`src/rtl/midi_msg_receiver.sv`:
```
// MIDI serial receiver: oversampled UART front end feeding a channel-message parser
// with running status, real-time pass-through, optional channel filter and held-note output.
module midi_msg_receiver #(
    parameter int unsigned CLKS_PER_BIT = 128,
    parameter bit          FILTER_EN    = 1'b0,
    parameter logic [3:0]  CHANNEL      = 4'd0
) (
    input  logic       CLK,
    input  logic       RESET,
    input  logic       DATA,
    output logic [7:0] RX_BYTE,
    output logic       RX_VALID,
    output logic       FRAME_ERR,
    output logic       MSG_VALID,
    output logic [7:0] MSG_STATUS,
    output logic [6:0] MSG_DATA1,
    output logic [6:0] MSG_DATA2,
    output logic [7:0] NOTE
);

    localparam int unsigned CNT_W = $clog2(CLKS_PER_BIT);
    localparam logic [CNT_W-1:0] HALF_M1 = CNT_W'(CLKS_PER_BIT / 2 - 1);
    localparam logic [CNT_W-1:0] FULL_M1 = CNT_W'(CLKS_PER_BIT - 1);

    typedef enum logic [2:0] {
        S_IDLE,
        S_START,
        S_DATA,
        S_STOP,
        S_WAIT_IDLE
    } state_e;

    logic [1:0]       sync_q, sync_d;
    state_e           state_q, state_d;
    logic [CNT_W-1:0] cnt_q, cnt_d;
    logic [2:0]       bit_idx_q, bit_idx_d;
    logic [7:0]       shift_q, shift_d;
    logic [7:0]       rx_byte_q, rx_byte_d;
    logic             rx_valid_q, rx_valid_d;
    logic             frame_err_q, frame_err_d;

    logic             rs_valid_q, rs_valid_d;
    logic [7:0]       rs_q, rs_d;
    logic             idx_q, idx_d;
    logic [6:0]       d1_q, d1_d;
    logic             msg_valid_q, msg_valid_d;
    logic [7:0]       msg_status_q, msg_status_d;
    logic [6:0]       msg_data1_q, msg_data1_d;
    logic [6:0]       msg_data2_q, msg_data2_d;
    logic [7:0]       note_q, note_d;

    logic             rx_in;
    logic             one_data;
    logic             complete;
    logic [6:0]       cur_d1, cur_d2;

    assign rx_in = sync_q[1];

    // Serial framing: start qualified at mid-bit, data and stop sampled one bit apart
    always_comb begin
        sync_d      = {sync_q[0], DATA};
        state_d     = state_q;
        cnt_d       = cnt_q + CNT_W'(1);
        bit_idx_d   = bit_idx_q;
        shift_d     = shift_q;
        rx_byte_d   = rx_byte_q;
        rx_valid_d  = 1'b0;
        frame_err_d = 1'b0;
        case (state_q)
            S_IDLE: begin
                cnt_d = '0;
                if (!rx_in) state_d = S_START;
            end
            S_START: begin
                if (cnt_q == HALF_M1) begin
                    cnt_d     = '0;
                    bit_idx_d = '0;
                    state_d   = rx_in ? S_IDLE : S_DATA;
                end
            end
            S_DATA: begin
                if (cnt_q == FULL_M1) begin
                    cnt_d     = '0;
                    shift_d   = {rx_in, shift_q[7:1]};
                    bit_idx_d = bit_idx_q + 3'd1;
                    if (bit_idx_q == 3'd7) state_d = S_STOP;
                end
            end
            S_STOP: begin
                if (cnt_q == FULL_M1) begin
                    cnt_d = '0;
                    if (rx_in) begin
                        rx_byte_d  = shift_q;
                        rx_valid_d = 1'b1;
                        state_d    = S_IDLE;
                    end else begin
                        frame_err_d = 1'b1;
                        state_d     = S_WAIT_IDLE;
                    end
                end
            end
            S_WAIT_IDLE: begin
                cnt_d = '0;
                if (rx_in) state_d = S_IDLE;
            end
            default: state_d = S_IDLE;
        endcase
    end

    assign one_data = (rs_q[7:4] == 4'hC) || (rs_q[7:4] == 4'hD);

    // Message assembly on each received byte; emission and note tracking one cycle later
    always_comb begin
        rs_valid_d   = rs_valid_q;
        rs_d         = rs_q;
        idx_d        = idx_q;
        d1_d         = d1_q;
        msg_valid_d  = 1'b0;
        msg_status_d = msg_status_q;
        msg_data1_d  = msg_data1_q;
        msg_data2_d  = msg_data2_q;
        note_d       = note_q;
        complete     = 1'b0;
        cur_d1       = rx_byte_q[6:0];
        cur_d2       = 7'd0;
        if (frame_err_q) begin
            idx_d = 1'b0;
        end else if (rx_valid_q) begin
            if (rx_byte_q[7]) begin
                if (rx_byte_q[7:3] != 5'b11111) begin
                    rs_valid_d = (rx_byte_q[7:4] != 4'hF);
                    rs_d       = rx_byte_q;
                    idx_d      = 1'b0;
                end
            end else if (rs_valid_q) begin
                if (!idx_q && !one_data) begin
                    d1_d  = rx_byte_q[6:0];
                    idx_d = 1'b1;
                end else begin
                    complete = 1'b1;
                    idx_d    = 1'b0;
                    if (idx_q) begin
                        cur_d1 = d1_q;
                        cur_d2 = rx_byte_q[6:0];
                    end
                end
            end
        end
        if (complete && ((FILTER_EN == 1'b0) || (rs_q[3:0] == CHANNEL))) begin
            msg_valid_d  = 1'b1;
            msg_status_d = rs_q;
            msg_data1_d  = cur_d1;
            msg_data2_d  = cur_d2;
            if ((rs_q[7:4] == 4'h9) && (cur_d2 != 7'd0)) begin
                note_d = {1'b1, cur_d1};
            end else if (((rs_q[7:4] == 4'h8) || (rs_q[7:4] == 4'h9))
                         && note_q[7] && (note_q[6:0] == cur_d1)) begin
                note_d = 8'h00;
            end
        end
    end

    always_ff @(posedge CLK or negedge RESET) begin
        if (!RESET) begin
            sync_q       <= 2'b11;
            state_q      <= S_IDLE;
            cnt_q        <= '0;
            bit_idx_q    <= '0;
            shift_q      <= '0;
            rx_byte_q    <= '0;
            rx_valid_q   <= 1'b0;
            frame_err_q  <= 1'b0;
            rs_valid_q   <= 1'b0;
            rs_q         <= '0;
            idx_q        <= 1'b0;
            d1_q         <= '0;
            msg_valid_q  <= 1'b0;
            msg_status_q <= '0;
            msg_data1_q  <= '0;
            msg_data2_q  <= '0;
            note_q       <= '0;
        end else begin
            sync_q       <= sync_d;
            state_q      <= state_d;
            cnt_q        <= cnt_d;
            bit_idx_q    <= bit_idx_d;
            shift_q      <= shift_d;
            rx_byte_q    <= rx_byte_d;
            rx_valid_q   <= rx_valid_d;
            frame_err_q  <= frame_err_d;
            rs_valid_q   <= rs_valid_d;
            rs_q         <= rs_d;
            idx_q        <= idx_d;
            d1_q         <= d1_d;
            msg_valid_q  <= msg_valid_d;
            msg_status_q <= msg_status_d;
            msg_data1_q  <= msg_data1_d;
            msg_data2_q  <= msg_data2_d;
            note_q       <= note_d;
        end
    end

    assign RX_BYTE    = rx_byte_q;
    assign RX_VALID   = rx_valid_q;
    assign FRAME_ERR  = frame_err_q;
    assign MSG_VALID  = msg_valid_q;
    assign MSG_STATUS = msg_status_q;
    assign MSG_DATA1  = msg_data1_q;
    assign MSG_DATA2  = msg_data2_q;
    assign NOTE       = note_q;

endmodule

```
`config.mk`:
```
export PLATFORM = sky130hd
export DESIGN_NAME = midi_msg_receiver
export DESIGN_NICKNAME = d
export VERILOG_FILES = /design/src/rtl/midi_msg_receiver.sv
export SDC_FILE = /design/constraint.sdc
export NUM_CORES = 1
export LEC_CHECK = 0
export ABC_AREA = 1
export ABC_CLOCK_PERIOD_IN_PS = 4600
export CAP_MARGIN = 30
export CORE_UTILIZATION = 55
export CTS_BUF_LIST = sky130_fd_sc_hd__clkbuf_4 sky130_fd_sc_hd__clkbuf_8
export DETAILED_ROUTE_END_ITERATION = 8
export PLACE_DENSITY = 0.78
export SYNTH_ARGS = -nofsm -noshare
export SYNTH_HDL_FRONTEND = slang
export SYNTH_SLANG_ARGS = --single-unit
```
`constraint.sdc`:
```
create_clock -name CLK -period 4.6 [get_ports CLK]
set_input_delay 0.92 -clock CLK [delete_from_list [all_inputs] [get_ports CLK]]
set_output_delay 0.92 -clock CLK [all_outputs]
set_load 0.005 [all_outputs]
```
## Word-level counts from Yosys, hierarchy flattened

Index checks and enable logic that the tools add are counted.

- Register bits: 81
- Input bits: 3
- Output and inout bits: 41
- Logic and storage cells: 113

- Add/sub/neg operators: 2
- Eq/ne operators: 21
- Muxes and demuxes: 47
- Bitwise logic cells: 2
- Reduce and logical (&&, ||, !) cells: 24

Operators with widths:

| kind | count |
|---|---|
| $mux 7 | 14 |
| $mux 3 | 9 |
| $pmux 7 s3 | 1 |
| $mux 1 | 18 |
| $eq 4x4->1 const B | 4 |
| $mux 8 | 2 |
| $pmux 3 s5 | 1 |
| $ne 2x2->1 const B | 6 |
| $reduce_and 3->1 | 3 |
| $add 7x1->7 const B | 1 |
| $eq 7x6->1 const B | 1 |
| $eq 7x7->1 | 1 |
| $eq 7x7->1 const B | 1 |
| $reduce_bool 7->1 | 1 |
| $eq 3x2->1 const B | 2 |
| $eq 3x3->1 const B | 2 |
| $pmux 3 s2 | 1 |
| $reduce_and 6->1 | 1 |
| $reduce_bool 2->1 | 3 |
| $ne 5x5->1 const B | 1 |
| $reduce_and 5->1 | 1 |
| $logic_and 1x1->1 | 4 |
| $ne 4x4->1 const B | 1 |
| $reduce_and 2->1 | 2 |
| 11 further kinds | 15 |

## Longest topological paths before layout

Gate-level depths: netlist of the first run.

- Depth after elaboration: 13
- Mapped depth: 13
- Gate-level depth less buffers: 13

## Least setup slack after synthesis of the first run

Ideal clock, no wire load.

- Kind: register to register
- From: reg cnt_q[0]
- To: reg cnt_q[5]
- Library setup time: 0.064 ns
- Arrival: 1.561 ns
- Required time: 4.536 ns
- Slack: 2.975 ns
- Stages on the path, launching flop included: 10
- Path buffers: 0
- Period minus slack after synthesis: 1.625 ns
- Path through: dfrtp_1 -> ha_1 -> nand4_1 -> nor2_2 -> nand2_1 -> nand2_1 -> nand2_1 -> nor2_1 -> or3b_2 -> inv_1

- Cells in the longest elaborated chain, start to end: 3
- Elaborated cells on any way between the ends: 6
- Those cells by class: add/sub (1); eq/ne (2); mux (3)

RTL lines:

| element | line | RTL |
|---|---|---|
| start: declaration | 35 | `logic [CNT_W-1:0] cnt_q, cnt_d;` |
| start signal: assignment | 185 | `cnt_q <= cnt_d;` |
| $add 7x1->7, or another cell as far along | 63 | `cnt_d = cnt_q + CNT_W'(1);` |
| $mux 7, on equally long branches | 82, 90, 75 |  |
| $pmux 7 s3 (*) | 69 | `case (state_q)` |
| via cnt_d[5] | 35 |  |

The timed path passes the listed nets; every way through them passes the cells marked *.
A chain may end at the register's enable or synchronous reset.

## Worst setup path in the final report of the first run

- From: reg rx_valid_q, in the netlist RX_VALID
- To: out RX_VALID

RTL lines:

| element | line | RTL |
|---|---|---|
| start: declaration | 39 | `logic rx_valid_q, rx_valid_d;` |
| start signal: assignment | 189 | `rx_valid_q <= rx_valid_d;` |
| end: declaration | 12 | `output logic RX_VALID,` |

No word-level cell between the ends.

==> results.json, run 1 <==
{
  "status": "complete, but fails checks",
  "violations": "DRC",
  "ant_nets": 0,
  "avgSynthCellArea_um2": 8.689,
  "cts-hold-fix-buffers": 0,
  "synth_area_leaders": "dfrtp_1, nand2_1, o21ai_0",
  "synth-seq-cells": 81,
  "ir_drop_uv": 261.4,
  "clock_skew_ns": 0.005722,
  "r2r_slack_ns": 2.12,
  "drt_iter0_markers": 207,
  "dp_cells": 524,
  "drt_first_pass_iters": 7,
  "path_cells": "clkdlybuf4s50_1",
  "pwr-share-comb_pct": 1.4,
  "ios": 44,
  "fp.dieH_um": 82.78,
  "cellLeakagePower_nw": 2.115,
  "synth_seq_area_share_pct": 56.56,
  "arrival_ns": 1.56,
  "overflow": 0,
  "vias_per_cell": 5.281,
  "insertion_delay_ns": 0.35,
  "synth_cells": 413,
  "initial_core_util_pct": 56.84,
  "ctsResizeCount": 0,
  "grt_usage_pct": 24.97,
  "yosysWarningCount": 0,
  "synth_edf_count": 0,
  "finalCritPeriodShare_pct": 54.00,
  "hpwl_um": 5285,
  "finalSetupViolCount": 0,
  "report.final.slew_viol_count": 0,
  "h-tree-depth": 3,
  "synth.most_common_cell": "nand2_1",
  "rsz0062_at_grt": "false",
  "fin_tns_setup_ns": 0,
  "drc": 2,
  "clkSinkCount": 81,
  "p_sw_share_pct": 20.29,
  "grt_first_pass_wirelength_um": 12480,
  "yosysTopAreaCell": "dfrtp_1",
  "slowest_stage": "dfrtp_1",
  "clock_power_share_pct": 44.1,
  "syn_area_um2": 3588,
  "gp_congestion": 0.8216,
  "port_buffers": 43,
  "cp-start-kind": "flop",
  "numCtsBuffers": 9,
  "synth_flop_cell": "dfrtp_1",
  "nFillCells": 530,
  "syn_nets": 419,
  "fmax_mhz": 402.6,
  "core_area_um2": 6314,
  "grt_max_degree": 67,
  "cts_root_buf": "clkbuf_8",
  "max_cap_violations": 0,
  "vias": 2852,
  "netSwitchingPower_w": 0.0002654,
  "num_rows": 29,
  "synth_common_cells": "nand2_1, dfrtp_1, inv_1, o21ai_0, nand3_1",
  "endpoint_kind": "primary output",
  "p_seq_share_pct": 54.5,
  "path_class": "flop to primary output",
  "antenna_found_initial": 0,
  "clock_path_buffers": 2,
  "p_int_w": 0.001043,
  "critPathRequiredTime_ns": 3.68,
  "drive_above_1_share_pct": 8.423,
  "wl_per_cell_um": 13.86,
  "period_minus_slack_ns": 2.484,
  "worst-path-max-fanout": 11,
  "fp.dieW_um": 82.78,
  "area_delta_synth_final_pct": 20.08,
  "path_buf_inv": 1,
  "num-nets-final": 464,
  "cts_tree": "built",
  "antenna_cells": 0,
  "die-area_um2": 6852,
  "register_area_um2": 2029,
  "max_stage_delay_ns": 0.61,
  "p_per_area_nw_per_um2": 303.5,
  "hold_viol_final": 0,
  "post_cts_buffers": 0,
  "multi_input_area_um2": 1328,
  "hold_ws_ns": 0.3603,
  "worst_pin_slew_ns": 0.9145,
  "synth_top_area_share_pct": 55.09,
  "routed_wl_um": 7483,
  "min_path_type": "flop to flop",
  "relSlewSlack_pct": 38.89,
  "cp_top_family": "flip-flops",
  "synthArstFlopShare_pct": 100.0,
  "stdcell_count": 540,
  "grt_pass1_vias": 2618,
  "clk_pin_slew_ns": 0.08,
  "ys_types": 32
}
[layout by cell type, fill, tap and decap left out, types with 2 or more instances in the layout]
| master | instances |
|---|---|
| a21o_1 | 2 |
| a21oi_1 | 5 |
| bufinv_16 | 2 |
| clkbuf_8 | 10 |
| clkdlybuf4s50_1 | 42 |
| clkinv_2 | 2 |
| dfrtp_1 | 79 |
| dfstp_2 | 2 |
| ha_1 | 3 |
| inv_1 | 46 |
| nand2_1 | 143 |
| nand2_2 | 6 |
| nand2_4 | 3 |
| nand3_1 | 21 |
| nand3b_1 | 3 |
| nand4_1 | 9 |
| nor2_1 | 14 |
| nor2_2 | 3 |
| nor3_1 | 4 |
| nor3b_1 | 2 |
| nor4_1 | 2 |
| o21ai_0 | 46 |
[area by class of cell]
type                            count  share of cell area [%]
Timing Repair Buffer               44                   10.57
Multi-Input combinational cell    275                   30.81
Tap cell                           77                   2.236
Clock inverter                      5                   1.829
Clock buffer                       11                   3.368
Sequential cell                    81                   47.10
Inverter                           47                   4.094
[worst paths after layout]
| path | from | end | cells past startpoint |
|---|---|---|---|
| worst max-delay path | RX_VALID | RX_VALID | 1 |
| worst min-delay path | sync_q[0] | sync_q[1] | 0 |
| worst max register to register | RX_BYTE[7] | NOTE[7] | 12 |
| worst min register to register | sync_q[0] | sync_q[1] | 0 |
| max in group asynchronous | RESET | sync_q[0] | 2 |
| min in group asynchronous | RESET | MSG_STATUS[3] | 1 |
[metrics by stage]
| step | util (%) | total power (W) | instance area, µm² | setup WS (ns) |
|---|---|---|---|---|
| detailed placement | 64.70 | 0.0007470 | 4085 | 2.123 |
| floorplan | - | 0.0007283 | 3588 | 2.975 |
| global route | 68.25 | 0.001350 | 4309 | 1.762 |
| CTS | 68.25 | 0.001320 | 4309 | 2.103 |
| finish | 68.25 | 0.001308 | 4309 | 2.116 |
| global placement | 64.27 | 0.0007435 | 4058 | 2.270 |
[state kept, by name, indices dropped and copies added, names as in the netlist, 3 cells and up]
signal / count
rs_q: 8
state_q: 3
RX_BYTE: 8
d1_q: 7
MSG_DATA1: 7
cnt_q: 7
MSG_STATUS: 8
MSG_DATA2: 7
shift_q: 8
bit_idx_q: 3
NOTE: 8
[power groups by stage]
| stage | logic [W] | clock network, W | registers [W] |
|---|---|---|---|
| after floorplan | 0.000000639 | 0 | 0.000728 |
| after global placement | 0.0000160 | 0 | 0.000727 |
| after detailed placement | 0.0000194 | 0 | 0.000728 |
| after CTS | 0.0000194 | 0.000587 | 0.000713 |
| after global routing | 0.0000218 | 0.000615 | 0.000714 |
| final | 0.0000181 | 0.000576 | 0.000713 |
[cell families (layout without fill, tap and decap cells)]
group / after synthesis / in the layout / synth area share, %
buffers and inverters: 57 / 107 / 6.450
DFF: 81 / 81 / 56.56
and+or+nand+nor: 216 / 216 / 27.72
AOI/OAI and AO/OA: 56 / 56 / 8.229
adders and majority gates: 3 / 3 / 1.046
[metal layers]
layer  wire, µm  vias up  global-route usage (%)
met5          0        -                       0
met4         82        0                   8.966
met3        413        9                   5.902
met2       3520       83                   38.36
met1       3466     1345                   34.63
li1           -     1415                       -
[worst reg2reg max path, delay by kind of cell, from the launching register on]
family	cells	cell delay [ns]
flops	1	0.46
buf+inv	1	0.05
simple gates	11	1.85
No activity file was read; power rests on OpenSTA's default activity.
==> run 2: changes to the inputs <==
--- a/config.mk
+++ b/config.mk
@@ -6,7 +6,7 @@
 export NUM_CORES = 1
 export LEC_CHECK = 0
 export ABC_AREA = 1
-export ABC_CLOCK_PERIOD_IN_PS = 4600
+export ABC_CLOCK_PERIOD_IN_PS = 2290
 export CAP_MARGIN = 30
 export CORE_UTILIZATION = 55
 export CTS_BUF_LIST = sky130_fd_sc_hd__clkbuf_4 sky130_fd_sc_hd__clkbuf_8
==> constraint.sdc (replaced) <==
create_clock -name CLK -period 2.29 [get_ports CLK]
set_input_delay 0.458 -clock CLK [delete_from_list [all_inputs] [get_ports CLK]]
set_output_delay 0.458 -clock CLK [all_outputs]
set_load 0.005 [all_outputs]
==> run 2 against run 1 <==
Cell count rose by 0.19%. Critical path depth did not move. Clock power rose by 67%. First-iteration DRC count fell by 21%. Critical path type unchanged. Die area did not move. Clock skew rose by 0.0027 ns. Non-clock buffer count rose by 1. Worst hold slack got worse by 0.32 ns. The flow now finishes without violations. Routed wire length rose by 0.71%. Combinational power rose by 96%. Register-to-register slack got worse by 1.8 ns.
==> results.json, run 2 (same netlist as run 1, synthesis figures left out) <==
{
  "min_path_type": "input port to async pin",
  "vias": 2838,
  "ios": 44,
  "drc": 0,
  "clk_pin_slew_ns": 0.08,
  "post-route-util_pct": 67.56,
  "die-area_um2": 6852,
  "rsz0062_at_grt": "false",
  "clock_path_buffers": 2,
  "hpwl_um": 5361,
  "report.final.slew_viol_count": 0,
  "fp.dieW_um": 82.78,
  "path_class": "flop to primary output",
  "critPathRequiredTime_ns": 1.83,
  "numCtsBuffers": 9,
  "worst_pin_slew_ns": 0.5926,
  "arrival_ns": 1.63,
  "multi_input_area_um2": 1328,
  "slowest_stage": "dfrtp_1",
  "period_minus_slack_ns": 2.088,
  "wl_per_cell_um": 13.93,
  "gp_congestion": 0.8811,
  "rr_endpoint": "NOTE[6]",
  "stdcell_count": 541,
  "max_cap_violations": 0,
  "initial_core_util_pct": 56.84,
  "ctsResizeCount": 0,
  "drive_above_1_share_pct": 8.621,
  "final_cell_mix": "nand2_1, dfrtp_1, inv_1, o21ai_0, clkdlybuf4s50_1",
  "h-tree-depth": 3,
  "crit-reg2reg-launch": "RX_BYTE[7]",
  "fin_tns_setup_ns": 0,
  "max_stage_delay_ns": 0.65,
  "path_buf_inv": 1,
  "register_area_um2": 2029,
  "ir_drop_uv": 474.0,
  "num-nets-final": 465,
  "overflow": 0,
  "cts-hold-fix-buffers": 0,
  "cts_tree": "built",
  "num_rows": 29,
  "cp-start-kind": "flop",
  "grt_max_degree": 49,
  "p_per_area_nw_per_um2": 569.6,
  "relSlewSlack_pct": 60.37,
  "endpoint_kind": "primary output",
  "antenna_cells": 0,
  "dr_wl_met2_um": 3561,
  "wl_met3_um": 356,
  "core_area_um2": 6314,
  "insertion_delay_ns": 0.35,
  "finalCritPeriodShare_pct": 91.19,
  "dp_cells": 525,
  "r2r_slack_ns": 0.30,
  "top_layer_used": "met4",
  "drt_iter0_markers": 163,
  "reg2regPathDepth": 12,
  "grt_first_pass_wirelength_um": 12210,
  "antenna_found_initial": 0,
  "wl_met1_um": 3448,
  "grt_pass1_vias": 2594,
  "area_delta_synth_final_pct": 18.86,
  "fp.dieH_um": 82.78,
  "hold_viol_final": 0,
  "clkSinkCount": 81,
  "port_buffers": 43,
  "nFillCells": 548,
  "routed_wl_um": 7536,
  "ant_nets": 0,
  "clock_skew_ns": 0.008400,
  "cts_root_buf": "clkbuf_8",
  "mostFrequentLayoutCell": "nand2_1",
  "path_cells": "clkdlybuf4s50_1",
  "vias_per_cell": 5.246,
  "post_cts_buffers": 0,
  "cp_top_family": "flip-flops",
  "drt_first_pass_iters": 4,
  "fmax_mhz": 478.9,
  "p_total_w": 0.002430,
  "worst-path-max-fanout": 11,
  "grt_usage_pct": 24.70,
  "finalSetupViolCount": 0,
  "status": "finished, final reports clean",
  "cellLeakagePower_nw": 2.098
}
==> run 2: cell types whose count changed in the layout (fill, tap and decap cells not counted) <==
cell / delta
clkinv_2: -1
buf_12: +1
bufinv_16: -2
clkinv_4: -1
buf_4: +1
buf_16: -1
clkbuf_4: +4
==> run 2: worst max-delay path by stage <==
stage / startpoint / cells after the start / slack [ns] / endpoint
2_1_floorplan: cnt_q[0] / 9 / 0.66 / cnt_q[5]
3_3_place_gp: RX_BYTE[7] / 12 / 0.39 / NOTE[5]
3_5_place_dp: RX_BYTE[7] / 12 / 0.35 / NOTE[6]
4_1_cts: RX_VALID / 1 / 0.22 / RX_VALID
5_1_grt: RX_BYTE[7] / 12 / 0.08 / NOTE[6]
6_report: RX_VALID / 1 / 0.20 / RX_VALID
==> run 2: layout make-up <==
type / count / area share [%]
Tap cell: 77 / 2.259
Multi-Input combinational cell: 275 / 31.12
Sequential cell: 81 / 47.58
Timing Repair Buffer: 45 / 10.68
Clock inverter: 1 / 0.1173
Inverter: 47 / 4.136
Clock buffer: 15 / 4.107
==> run 2: stage by stage <==
step / hold WS [ns] / worst slack, ns / instance area, µm²
2_1_floorplan: 0.1624 / 0.6646 / 3588
3_3_place_gp: 0.3453 / 0.3928 / 4085
3_5_place_dp: 0.3491 / 0.3488 / 4085
4_1_cts: 0.04977 / 0.2224 / 4265
5_1_grt: 0.06589 / 0.08258 / 4265
6_report: 0.04130 / 0.2018 / 4265
==> run 2: power breakdown <==
group,switching [W],internal [W],leakage [nW]
Sequential,0.000000840,0.00143,1.11
Combinational,0.0000288,0.00000657,0.888
Clock,0.000477,0.000484,0.0988
Total,0.000506,0.00192,2.10
==> run 2: per-layer routing <==
layer | up-vias | global-route usage, %
li1 | 1406 | -
met1 | 1350 | 32.16
met4 | 0 | 12.93
met3 | 14 | 5.355
met5 | - | 0
met2 | 68 | 38.77
